**config.mk**
```make
export PLATFORM = sky130hd
export DESIGN_NAME = crc16_t_flat
export DESIGN_NICKNAME = d
export VERILOG_FILES = /design/src/rtl/crc16_t_if.sv /design/src/rtl/crc16_t.sv /design/src/flat_wrapper.sv
export SDC_FILE = /design/constraint.sdc
export NUM_CORES = 1
export LEC_CHECK = 0
export CORE_UTILIZATION = 25
export CTS_CLUSTER_SIZE = 25
export DETAILED_ROUTE_END_ITERATION = 10
export GPL_ROUTABILITY_DRIVEN = 1
export GPL_TIMING_DRIVEN = 1
export MAX_ROUTING_LAYER = met4
export SLEW_MARGIN = 20
export SYNTH_ARGS = -nofsm -noshare
export SYNTH_HDL_FRONTEND = slang
export SYNTH_SLANG_ARGS = --single-unit
```
**constraint.sdc**
```tcl
create_clock -name clk -period 2.35 [get_ports clk]
set_input_delay 0.47 -clock clk [delete_from_list [all_inputs] [get_ports clk]]
set_output_delay 0.47 -clock clk [all_outputs]
set_load 0.02 [all_outputs]
```
**src/rtl/crc16_t_if.sv**
```systemverilog
// Byte-stream bus for crc16_t: transfer-layer side (tx_lt_*) and
// downstream transmit side (tx_*), each with valid/ready handshake.
interface crc16_t_if;
    logic       tx_lt_sop;
    logic       tx_lt_eop;
    logic       tx_lt_valid;
    logic       tx_lt_ready;
    logic [7:0] tx_lt_data;
    logic       tx_sop;
    logic       tx_eop;
    logic       tx_valid;
    logic       tx_ready;
    logic [7:0] tx_data;

    modport slave (
        input  tx_lt_sop, tx_lt_eop, tx_lt_valid, tx_lt_data, tx_ready,
        output tx_lt_ready, tx_sop, tx_eop, tx_valid, tx_data
    );

    modport master (
        output tx_lt_sop, tx_lt_eop, tx_lt_valid, tx_lt_data, tx_ready,
        input  tx_lt_ready, tx_sop, tx_eop, tx_valid, tx_data
    );
endinterface

```
**src/rtl/crc16_t.sv**
```systemverilog
// Transmit DATA-phase CRC16 generator: forwards PID + payload through one
// output register and appends the inverted USB CRC16 (low byte first).
module crc16_t (
    input  logic         clk,
    input  logic         rst_n,
    input  logic         tx_data_on,
    output logic         tx_sop_en,
    output logic         tx_eop_en,
    crc16_t_if.slave     bus
);

    typedef enum logic [1:0] {IDLE, DATA, CRC_LO, CRC_HI} state_t;

    state_t      state, state_nxt;
    logic [15:0] crc, crc_nxt;
    logic        free, acc;
    logic        ld, ld_sop, ld_eop;
    logic [7:0]  ld_data;
    logic        out_valid, out_sop, out_eop;
    logic [7:0]  out_data;

    // Reflected CRC-16/USB, all 8 bits of a byte folded in one cycle.
    function automatic logic [15:0] crc16_byte(input logic [15:0] c, input logic [7:0] d);
        logic [15:0] r;
        r = c;
        for (int i = 0; i < 8; i++) begin
            if (r[0] ^ d[i]) r = (r >> 1) ^ 16'hA001;
            else             r = r >> 1;
        end
        return r;
    endfunction

    assign free = !out_valid || bus.tx_ready;

    // rst_n gating keeps ready low while reset is held even though the
    // register is empty.
    assign bus.tx_lt_ready = rst_n && tx_data_on && free &&
                             (state == IDLE || state == DATA);
    assign acc = bus.tx_lt_valid && bus.tx_lt_ready;

    assign bus.tx_valid = out_valid;
    assign bus.tx_sop   = out_sop;
    assign bus.tx_eop   = out_eop;
    assign bus.tx_data  = out_data;
    assign tx_eop_en    = out_valid && bus.tx_ready && out_eop;

    always_comb begin
        state_nxt = state;
        crc_nxt   = crc;
        ld        = 1'b0;
        ld_sop    = 1'b0;
        ld_eop    = 1'b0;
        ld_data   = bus.tx_lt_data;
        tx_sop_en = 1'b0;
        case (state)
            IDLE, DATA: begin
                if (acc) begin
                    if (bus.tx_lt_sop) begin
                        // PID: forwarded but never part of the CRC
                        ld        = 1'b1;
                        ld_sop    = 1'b1;
                        crc_nxt   = 16'hFFFF;
                        tx_sop_en = 1'b1;
                        state_nxt = bus.tx_lt_eop ? CRC_LO : DATA;
                    end else if (state == DATA) begin
                        ld      = 1'b1;
                        crc_nxt = crc16_byte(crc, bus.tx_lt_data);
                        if (bus.tx_lt_eop) state_nxt = CRC_LO;
                    end
                end
            end
            CRC_LO: begin
                if (free) begin
                    ld        = 1'b1;
                    ld_data   = ~crc[7:0];
                    state_nxt = CRC_HI;
                end
            end
            CRC_HI: begin
                if (free) begin
                    ld        = 1'b1;
                    ld_data   = ~crc[15:8];
                    ld_eop    = 1'b1;
                    state_nxt = IDLE;
                end
            end
            default: state_nxt = IDLE;
        endcase
    end

    always_ff @(posedge clk or negedge rst_n) begin
        if (!rst_n) begin
            state <= IDLE;
            crc   <= 16'hFFFF;
        end else begin
            state <= state_nxt;
            crc   <= crc_nxt;
        end
    end

    always_ff @(posedge clk or negedge rst_n) begin
        if (!rst_n) begin
            out_valid <= 1'b0;
            out_sop   <= 1'b0;
            out_eop   <= 1'b0;
            out_data  <= 8'h00;
        end else if (ld) begin
            out_valid <= 1'b1;
            out_sop   <= ld_sop;
            out_eop   <= ld_eop;
            out_data  <= ld_data;
        end else if (free) begin
            out_valid <= 1'b0;
        end
    end

endmodule

```
**src/flat_wrapper.sv**
```systemverilog
// flat-port wrapper written by rule: the top's interface ports become plain ports
module crc16_t_flat 
  (clk, rst_n, tx_data_on, tx_sop_en, tx_eop_en, bus_tx_lt_sop, bus_tx_lt_eop, bus_tx_lt_valid, bus_tx_lt_data, bus_tx_ready, bus_tx_lt_ready, bus_tx_sop, bus_tx_eop, bus_tx_valid, bus_tx_data);
  crc16_t_if bus_i ();
  input  logic clk;
  input  logic rst_n;
  input  logic tx_data_on;
  output logic tx_sop_en;
  output logic tx_eop_en;
  input wire logic [$bits(bus_i.tx_lt_sop)-1:0] bus_tx_lt_sop;
  input wire logic [$bits(bus_i.tx_lt_eop)-1:0] bus_tx_lt_eop;
  input wire logic [$bits(bus_i.tx_lt_valid)-1:0] bus_tx_lt_valid;
  input wire logic [$bits(bus_i.tx_lt_data)-1:0] bus_tx_lt_data;
  input wire logic [$bits(bus_i.tx_ready)-1:0] bus_tx_ready;
  output wire logic [$bits(bus_i.tx_lt_ready)-1:0] bus_tx_lt_ready;
  output wire logic [$bits(bus_i.tx_sop)-1:0] bus_tx_sop;
  output wire logic [$bits(bus_i.tx_eop)-1:0] bus_tx_eop;
  output wire logic [$bits(bus_i.tx_valid)-1:0] bus_tx_valid;
  output wire logic [$bits(bus_i.tx_data)-1:0] bus_tx_data;
  assign bus_i.tx_lt_sop = bus_tx_lt_sop;
  assign bus_i.tx_lt_eop = bus_tx_lt_eop;
  assign bus_i.tx_lt_valid = bus_tx_lt_valid;
  assign bus_i.tx_lt_data = bus_tx_lt_data;
  assign bus_i.tx_ready = bus_tx_ready;
  assign bus_tx_lt_ready = bus_i.tx_lt_ready;
  assign bus_tx_sop = bus_i.tx_sop;
  assign bus_tx_eop = bus_i.tx_eop;
  assign bus_tx_valid = bus_i.tx_valid;
  assign bus_tx_data = bus_i.tx_data;
  crc16_t u_core (.clk(clk), .rst_n(rst_n), .tx_data_on(tx_data_on), .tx_sop_en(tx_sop_en), .tx_eop_en(tx_eop_en), .bus(bus_i));
endmodule
```
==> results.toml, run 1 <==
[run_status]
run_status = "complete, no violations"

[final_layout]
layout.cells.most_common_list = "sky130_fd_sc_hd__clkdlybuf4s50_1 (26), sky130_fd_sc_hd__nor2_1 (18), sky130_fd_sc_hd__a21oi_1 (18), sky130_fd_sc_hd__xnor2_1 (17)"
layout-drive-gt1-share_pct = 21.8
area_delta_synth_final_pct = 34.4
design_area_mm2 = 0.00205
final_core_utilization_pct = 34.7
layout.cells.most_common = "sky130_fd_sc_hd__clkdlybuf4s50_1"
antenna-diode-count = 0
finalNetCount = 193

[die]
die_width_um = 80.2
pin_count = 29
fp.dieArea_mm2 = 0.00643
coreArea_mm2 = 0.00592
row_count = 28
initial_utilization_pct = 25.8
floorplan.die.height_um = 80.2

[worst_setup_path]
critical_path.max_stage_delay_ns = 0.42
worst_setup_path_startpoint = "bus_tx_ready"
crit_slowest_cell = "sky130_fd_sc_hd__clkdlybuf4s50_1"
rr_startpoint = "u_core.crc[0]"
critical_path.startpoint_type = "input pin"
required_ns = 1.88
timing.critical_path.to_type = "primary output"
worstPathCellList = "clkdlybuf4s50_1 -> nor2b_1 -> nor3_2 -> and3_1 -> dlygate4sd2_1"
type_of_the_worst_setup_path = "input pin to primary output"
crit_fanout = 3
arrival_time_of_data_at_the_critical_path_endpoint_ns = 1.75

[timing]
rsz_0062_raised_after_global_routing = "no"
setup_viol = 0
timing_max_transition_violations_final = 0
clock-skew-final_ns = 0.00611
achievable-frequency_mhz = 450
max-slew-margin-rel_pct = 71.2
totalNegativeSetupSlack_ns = 0
tcrit_tclk_final_pct = 94.6
final_hold_viol_count = 0
timing_worst_slew_pin_value_ns = 0.431
fin_crit_ns = 2.22

[drt]
detailedRoute.firstIterationViolations = 88
num_vias = 1111
drt-total-wl_um = 3320
drt.antenna.violating_nets = 0
route.detailed.drc = 0
average_wire_per_standard_cell_um = 13.1
firstDrtPassIters = 4
via_cell_ratio = 4.37

[yosys]
post-synth-top-area-cell = "sky130_fd_sc_hd__dfstp_2"
postSynthNetCount = 153
synth-async-reset-ratio_pct = 100
ys_top_cells_by_area = "sky130_fd_sc_hd__dfstp_2 (28%), sky130_fd_sc_hd__dfrtp_1 (21%), sky130_fd_sc_hd__mux2i_1 (10%)"
syn_area_mm2 = 0.00153
netlist-cell-type-count = 31
postSynthRegisterBits = 29
synth.yosys.seq_area_share_pct = 48.8
postSynth.topFlopCell = "sky130_fd_sc_hd__dfstp_2"
yosys_warnings = 0
synth_top_area_share_pct = 27.5
count_of_flip_flops_with_a_built_in_enable_after_synthesis = 0
postSynthCellCount = 138
synth_area_per_cell_um2 = 11.1

[grt]
grtUsageMet1_pct = 15.1
globalRoute.busiestLayer = "met2"
grt.met2_usage_pct = 17.6
largest_net_degree_at_the_start_of_global_routing = 30
grt_antenna_before_repair = 0
grt_pass1_vias = 1153
grt_overflow = 0
track_usage_pct = 12.0
groute.layer.met3.usage_pct = 3.52
global_route_wire_length_before_repair_um = 5620

[clocking]
clk_pin_slew_ns = 0.06
clock_tree.root_cell = "sky130_fd_sc_hd__clkbuf_8"
total_number_of_clock_tree_sinks = 29
cts_buffer_depth = 2
clk-insertion-delay-late_ns = 0.29
cts_made_buffers = 5
cts_tree = "yes"
htree_num_levels = 2

[flow_run]
max-cap-violations = 0

[place]
port-buffer-count = 28
routabilityCongestion = 0.726
detailedPlacementHpwl_um = 2300
placedInstanceArea_mm2 = 0.00197

[power_and_ir_drop]
worst_ir_drop_vdd_v = 0.000599
power_leakage_nw = 0.841
powerDensity_mw_per_mm2 = 1460

[hold_path]
min-delay-path-class = "flip-flop to flip-flop"
timing.hold.worst.start = "u_core.crc[13]"
[worst paths after layout]
kind / to / slack [ns] / cells past startpoint
max in group asynchronous: u_core.crc[9] / 1.39 / 2
max reg2reg: u_core.crc[0] / 0.49 / 5
min: u_core.crc[13] / 0.51 / 2
min reg2reg: u_core.crc[13] / 0.51 / 2
min in group asynchronous: u_core.bus.tx_data[0] / 0.63 / 2
max: tx_sop_en / 0.13 / 5
[what timing repair did]
| action | in CTS | in global routing |
|---|---|---|
| setup endpoints to repair | 2 | 0 |
| setup buffers | 0 | 0 |
| gates resized for setup | 2 | 0 |
| hold buffers | 0 | 0 |
[cell usage after synthesis (2+ instances only)]
cell and count:
sky130_fd_sc_hd__and3_1 2, sky130_fd_sc_hd__o21a_1 2, sky130_fd_sc_hd__mux2i_1 16, sky130_fd_sc_hd__buf_4 2
sky130_fd_sc_hd__a21oi_1 18, sky130_fd_sc_hd__xnor2_1 17, sky130_fd_sc_hd__dfrtp_1 13, sky130_fd_sc_hd__o22a_1 6
sky130_fd_sc_hd__dfstp_2 16, sky130_fd_sc_hd__nand2_1 4, sky130_fd_sc_hd__nor2_1 18, sky130_fd_sc_hd__clkbuf_1 4
sky130_fd_sc_hd__xor2_1 2
[state kept, by name, indices dropped and copies added, names as in the netlist]
signal	count
u_core.bus.tx_sop	1
u_core.bus.tx_data	8
u_core.bus.tx_valid	1
u_core.crc	16
u_core.state	2
u_core.bus.tx_eop	1
[layout make-up]
type / instances / area (um^2)
Clock buffer: 6 / 72.6
Clock inverter: 2 / 10.0
Fill cell: 592 / 3870
Multi-Input combinational cell: 101 / 743
Sequential cell: 29 / 746
Tap cell: 75 / 93.8
Timing Repair Buffer: 41 / 388
[critical path: cells and delay by family]
| kind | cells | cell delay (ns) |
|---|---|---|
| buffers and inverters | 2 | 0.74 |
| and+or+nand+nor | 3 | 0.54 |
[per-stage QoR]
stage / power (mW) / setup slack [ns] / hold WS (ns) / instances
after floorplan: 2.10 / 0.291 / 0.174 / 138
after detailed placement: 2.62 / -0.149 / 0.505 / 246
after global routing: 3.23 / 0.0286 / 0.530 / 254
after CTS: 3.04 / 0.115 / 0.518 / 254
final: 2.99 / 0.127 / 0.514 / 254
after global placement: 2.59 / -0.156 / 0.502 / 246
[power by group]
part / total (mW) / switching, mW / internal (mW)
registers: 0.982 / 0.180 / 0.803
clock network: 0.402 / 0.197 / 0.205
logic: 1.61 / 0.697 / 0.909
[logic make-up after synthesis]
kind of cell | share of synthesized area [%]
AOI/OAI and AO/OA | 13.4
DFF | 48.8
and+or+nand+nor | 9.66
buffers and inverters | 2.54
muxes | 10.5
xor gates and xnor gates | 15.1
[per-layer routing]
metal  vias up  wire length [um]
met5         -                 0
met1       523              1640
met4         0                80
met2        23              1440
li1        559                 -
met3         6               151
Power figures use the tool's default switching activity.
==> inputs of run 2 (changes only) <==
- SLEW_MARGIN: 20 -> default
==> results of run 2 <==
No change in the layout: final DEF, timing and power equal those of run 1.
==> inputs of run 3 (changes only) <==
- CAP_MARGIN: default -> 20
==> results of run 3 <==
No change in the layout: final DEF, timing and power equal those of run 1.
==> patch 1 (config.mk and constraints of run 3) <==
Encoding of `state_t`: now one-hot (4 bits for 4 states).
--- a/src/rtl/crc16_t.sv
+++ b/src/rtl/crc16_t.sv
@@ -10,5 +10,5 @@
 );
 
-    typedef enum logic [1:0] {IDLE, DATA, CRC_LO, CRC_HI} state_t;
+    typedef enum logic [3:0] {IDLE = 4'b0001, DATA = 4'b0010, CRC_LO = 4'b0100, CRC_HI = 4'b1000} state_t;
 
     state_t      state, state_nxt;
Check against the original RTL: no difference found for any inputs over 4 cycles, from zero or initial values and one cycle with rst_n low; so few cycles prove little.
==> patch 1 against run 3 <==
  * The flow now finishes with violations (design-rule violations)
  * Worst setup slack worse by 0.037 ns
  * Final area is 15% higher
  * Global-route usage is 1.6 points higher
  * Via count is 30% higher
  * Clock power hardly changed
  * Register-to-register slack worse by 0.05 ns
  * Routed wire length is 29% higher
  * Power is 18% lower
  * Area after synthesis is 12% higher
  * Combinational power is 30% lower
  * Sequential cell count is 2 higher
  * Critical endpoint is now tx_eop_en
  * Largest power group unchanged
==> patch 1: results (changes against run 3) <==
outcome: "finished, violations left"  # was complete, no violations
violations: "design-rule violations"
syn_nets: 190  # was 153
wl_per_cell_um: 13.83  # was 13.06 µm
use_met1: 0.1738  # was 0.1506
met1_length_mm: 2.092  # was 1.644 mm
finClkSkew_ns: 0.006128  # was 0.006106 ns
placed_cells: 302  # was 246
cts_resized: 5  # was 2
dr.first_iter.drc_count: 79  # was 88
synth.area.top_cells: "dfstp_2 (26%), dfrtp_1 (20%), xnor2_1 (6.1%), nor2_1 (5.9%), nor3_1 (3.8%)"  # was dfstp_2 (28%), dfrtp_1 (21%), mux2i_1 (10%), xnor2_1 (9.7%), a21oi_1 (5.9%)
dr.pass1.iters: 9  # was 4
p_int_mw: 1.630  # was 1.916 mW
p_seq_uw: 930  # was 982 µW
placed_area_um2: 2288  # was 1973 µm²
grt_usage: 0.1363  # was 0.1201
hpwl_mm: 3.226  # was 2.301 mm
power.leakage_nw: 0.9821  # was 0.8406 nW
crit_arrival_ns: 1.79  # was 1.75 ns
nets: 247  # was 193
met3_usage: 0.03245  # was 0.03523
first_global_vias: 1488  # was 1153
vias: 1443  # was 1111
num-fill-cells: 645  # was 592
postCtsSetupBuffers: 0  # unchanged
drive_gt1_frac: 0.2747  # was 0.2179
tightest_slew_ns: 0.4674  # was 0.4312 ns
yosys.cell_types.count: 39  # was 31
global_route.usage.met2: 0.2099  # was 0.1761
crit_path_max_incr_delay_ns: 0.59  # was 0.42 ns
power_switching_uw: 828.5  # was 1.074 mW
met2WireLength_mm: 2.038  # was 1.441 mm
seq_area_frac_synth: 0.4650  # was 0.4881
drt_wl_total_mm: 4.288  # was 3.318 mm
dpl_worst_slack_ns: -0.3395  # was -0.1494 ns
synthCells: 175  # was 138
irDropWorstVdd_mv: 0.3373  # was 0.5991 mV
grt_max_degree: 33  # was 30
power_frac_clock: 0.163  # was 0.134
drc: 2  # was 0
met3WireLength_um: 93  # was 151 µm
min_path_cells: 1  # was 2
gp_congestion: 0.7861  # was 0.7255
## patch 1: changes by cell type in the layout (fill, tap and decap cells not counted), sizes merged, moves of 7 or more
cell | run 3 | this run
a211oi | 0 | 8
buf | 13 | 33
a21oi | 18 | 10
nor3 | 1 | 13
mux2i | 16 | 1
o21ai | 1 | 8
a22o | 0 | 8
nor2 | 18 | 27
## patch 1: path summary, 6_finish.rpt
| kind | to | start | slack [ns] |
|---|---|---|---|
| worst max-delay path | tx_eop_en | bus_tx_ready | 0.09 |
| worst min-delay path | u_core.bus.tx_sop$_DFFE_PN0P_ | u_core.bus.tx_sop$_DFFE_PN0P_ | 0.48 |
| worst max register to register | u_core.crc[0]$_DFFE_PN1P_ | u_core.crc[0]$_DFFE_PN1P_ | 0.44 |
| worst min register to register | u_core.bus.tx_sop$_DFFE_PN0P_ | u_core.bus.tx_sop$_DFFE_PN0P_ | 0.48 |
| max in group asynchronous | u_core.crc[6]$_DFFE_PN1P_ | rst_n | 1.48 |
| min in group asynchronous | u_core.bus.tx_valid$_DFFE_PN0P_ | rst_n | 0.57 |
## patch 1: area by class of cell
class / count / area, µm² / share of cell area
Clock buffer: 7 / 76.32 / 0.03219
Sequential cell: 31 / 797.0 / 0.3361
Inverter: 2 / 7.507 / 0.003166
Clock inverter: 1 / 5.005 / 0.002111
Timing Repair Buffer: 60 / 514.2 / 0.2169
Multi-Input combinational cell: 132 / 874.6 / 0.3689
Tap cell: 77 / 96.34 / 0.04063
## patch 1: kinds of logic (layout without fill, tap and decap cells)
family	Yosys count	in the layout	share of synthesized area
compound gates	42	42	0.1664
xor+xnor	23	23	0.1504
buf+inv	12	70	0.02919
flops	31	31	0.4650
mux	2	2	0.01241
simple gates	65	65	0.1766
==> patch 2 (flow settings as in run 3) <==
Without the edit above. Reset style: synchronous (`rst_n`), changed in 2 clocked blocks.
--- a/src/rtl/crc16_t.sv
+++ b/src/rtl/crc16_t.sv
@@ -89,5 +89,5 @@
     end
 
-    always_ff @(posedge clk or negedge rst_n) begin
+    always_ff @(posedge clk) begin
         if (!rst_n) begin
             state <= IDLE;
@@ -99,5 +99,5 @@
     end
 
-    always_ff @(posedge clk or negedge rst_n) begin
+    always_ff @(posedge clk) begin
         if (!rst_n) begin
             out_valid <= 1'b0;
Function: differs if rst_n is asserted again (counterexample within 4 cycles, from zero or initial values and one cycle with rst_n low); with rst_n held inactive, the same outputs for 4 cycles.
==> patch 2 against run 3 <==
  * Final area grew 3.7%
  * Worst setup slack lost 0.048 ns
  * Sequential cell count is the same
  * Routed wire length grew 18%
  * Via count grew 28%
  * Clock skew shrank 0.00090 ns
  * Core utilization grew 3.0 points
  * Area after synthesis shrank 1.8%
  * Hold slack lost 0.036 ns
  * Critical path type is now in2reg
Power is not compared: it rests on default switching activity, and its combinational part moved more than twofold at a synthesized area within 25%.
==> patch 2: results (changes against run 3) <==
dr.pass1.iters: 4  # unchanged
nets: 240  # was 193
cts_buffers: 5  # unchanged
root_buffer: "clkbuf_8"  # unchanged
power.leakage_nw: 0.8543
post-route-util: 0.3772  # was 0.3468
crit_arrival_ns: 2.45  # was 1.75 ns
finClkSkew_ns: 0.005207  # was 0.006106 ns
cts_buffer_depth: 2  # unchanged
antenna_found_initial: 0  # unchanged
min_from: "u_core.bus.tx_eop$_SDFFE_PN0P_"  # was u_core.crc[13]$_DFFE_PN1P_
ys_warn_count: 0  # unchanged
largest_reg_flops: 16  # unchanged
path_clk_slew_ns: 0.07
synth.area.top_cells: "dfxtp_1 (39%), nand2_1 (8.3%), mux2i_1 (5.3%), xnor2_1 (5.3%), xor2_1 (5.3%)"  # was dfstp_2 (28%), dfrtp_1 (21%), mux2i_1 (10%), xnor2_1 (9.7%), a21oi_1 (5.9%)
power_switching_uw: 315.2
drive_gt1_frac: 0.1593  # was 0.2179
dr.first_iter.drc_count: 68  # was 88
placed_area_um2: 2014  # was 1973 µm²
n_antenna_cell: 0  # unchanged
regMostFlops: "u_core.crc"  # unchanged
startpoint: "bus_tx_lt_data[4]"  # was bus_tx_ready
grt_usage: 0.1431  # was 0.1201
grt_pass1_wl_mm: 6.734  # was 5.623 mm
port_buffers: 28  # unchanged
ys_top_cells_by_count: "nand2_1 (33), dfxtp_1 (29), nor2_1 (19)"  # was a21oi_1 (18), nor2_1 (18), xnor2_1 (17)
htree_levels: 2  # unchanged
outcome: "complete, no violations"  # unchanged
num-fill-cells: 577  # was 592
irDropWorstVdd_mv: 0.2418
grt_max_degree: 21  # was 30
rr_startpoint: "u_core.crc[4]$_SDFFE_PN1P_"  # was u_core.crc[0]$_DFFE_PN1P_
gp_congestion: 0.7868  # was 0.7255
ant_nets: 0  # unchanged
drt_wl_total_mm: 3.927  # was 3.318 mm
syn_nets: 192  # was 153
first_global_vias: 1398  # was 1153
clk_latency_ns: 0.28
seq_area_frac_synth: 0.3870  # was 0.4881
hold_path_class: "reg2reg"  # unchanged
path_max_fanout: 2  # was 3
postCtsSetupBuffers: 0  # unchanged
yosys.cell_types.count: 33  # was 31
synth-async-reset-ratio: 0  # was 1.000
dpl_worst_slack_ns: -0.2860  # was -0.1494 ns
hpwl_mm: 2.713  # was 2.301 mm
vias_per_cell: 4.785  # was 4.374
tightest_slew_ns: 0.4537  # was 0.4312 ns
-- patch 2: cell types whose count changed in the layout (fill, tap and decap cells not counted), sizes merged, moves of 6 or more --
cell / run 3 / this run
dfstp: 16 / 0
nand3: 1 / 10
dfxtp: 0 / 29
o22a: 6 / 0
nand2: 4 / 33
buf: 13 / 23
a21oi: 18 / 3
mux2i: 16 / 8
xor2: 2 / 9
dfrtp: 13 / 0
xnor2: 18 / 10
a311oi: 0 / 8
-- patch 2: critical path, stage by stage --
cell and delay, ns:
clkdlybuf4s50_1 0.52, xnor2_2 0.14, xnor3_2 0.47, xnor3_1 0.37, or3_1 0.36, o311a_1 0.12
-- patch 2: area by class of cell --
type | instances | area share
Sequential cell | 29 | 0.2728
Inverter | 1 | 0.001764
Timing Repair Buffer | 51 | 0.2175
Clock inverter | 1 | 0.002352
Clock buffer | 7 | 0.04527
Multi-Input combinational cell | 137 | 0.4180
Tap cell | 72 | 0.04233
-- patch 2: stage by stage --
step	setup TNS, ns	cells	hold WS, ns
detailed placement	-0.5433	290	0.4683
global route	0	298	0.5068
finish	0	298	0.4783
CTS	0	298	0.4835
floorplan	0	177	0.4714
global placement	-0.4507	290	0.4749
-- patch 2: cell families after synthesis --
family | after synthesis | synth area share
AO/OA/AOI/OAI | 25 | 0.1193
AND/OR/NAND/NOR | 82 | 0.2486
flip-flops | 29 | 0.3870
multiplexers | 8 | 0.05338
XOR/XNOR | 22 | 0.1618
buffers and inverters | 11 | 0.03002
-- patch 2: routing by layer --
layer | global-route usage | vias up | wire, µm
li1 | - | 714 | -
met1 | 0.1889 | 669 | 1957
met2 | 0.2154 | 36 | 1692
met3 | 0.02971 | 7 | 216
met4 | 0.04909 | 0 | 61
met5 | - | - | 0
-- patch 2: final timing paths --
path                                          to  slack [ns]  cells after the start
hold reg to reg   u_core.bus.tx_eop$_SDFFE_PN0P_        0.48                      2
setup reg to reg      u_core.crc[0]$_SDFFE_PN1P_        0.38                      5
hold / removal    u_core.bus.tx_eop$_SDFFE_PN0P_        0.48                      2
setup / recovery      u_core.crc[0]$_SDFFE_PN1P_        0.08                      6
-- patch 2: what timing repair did --
| item | in CTS | in global routing |
|---|---|---|
| setup endpoints to repair | 2 | 1 |
| pin swaps | 0 | 1 |
| resized for setup | 2 | 2 |
| gates cloned | 0 | 0 |
-- patch 2: power by group through the flow --
stage | Combinational (mW) | Clock (mW) | Sequential (mW)
6_report | 0.245 | 0.462 | 0.513
5_1_grt | 0.267 | 0.496 | 0.515
2_1_floorplan | 0.124 | 0 | 0.532
3_3_place_gp | 0.245 | 0 | 0.524
4_1_cts | 0.245 | 0.476 | 0.513
3_5_place_dp | 0.245 | 0 | 0.524
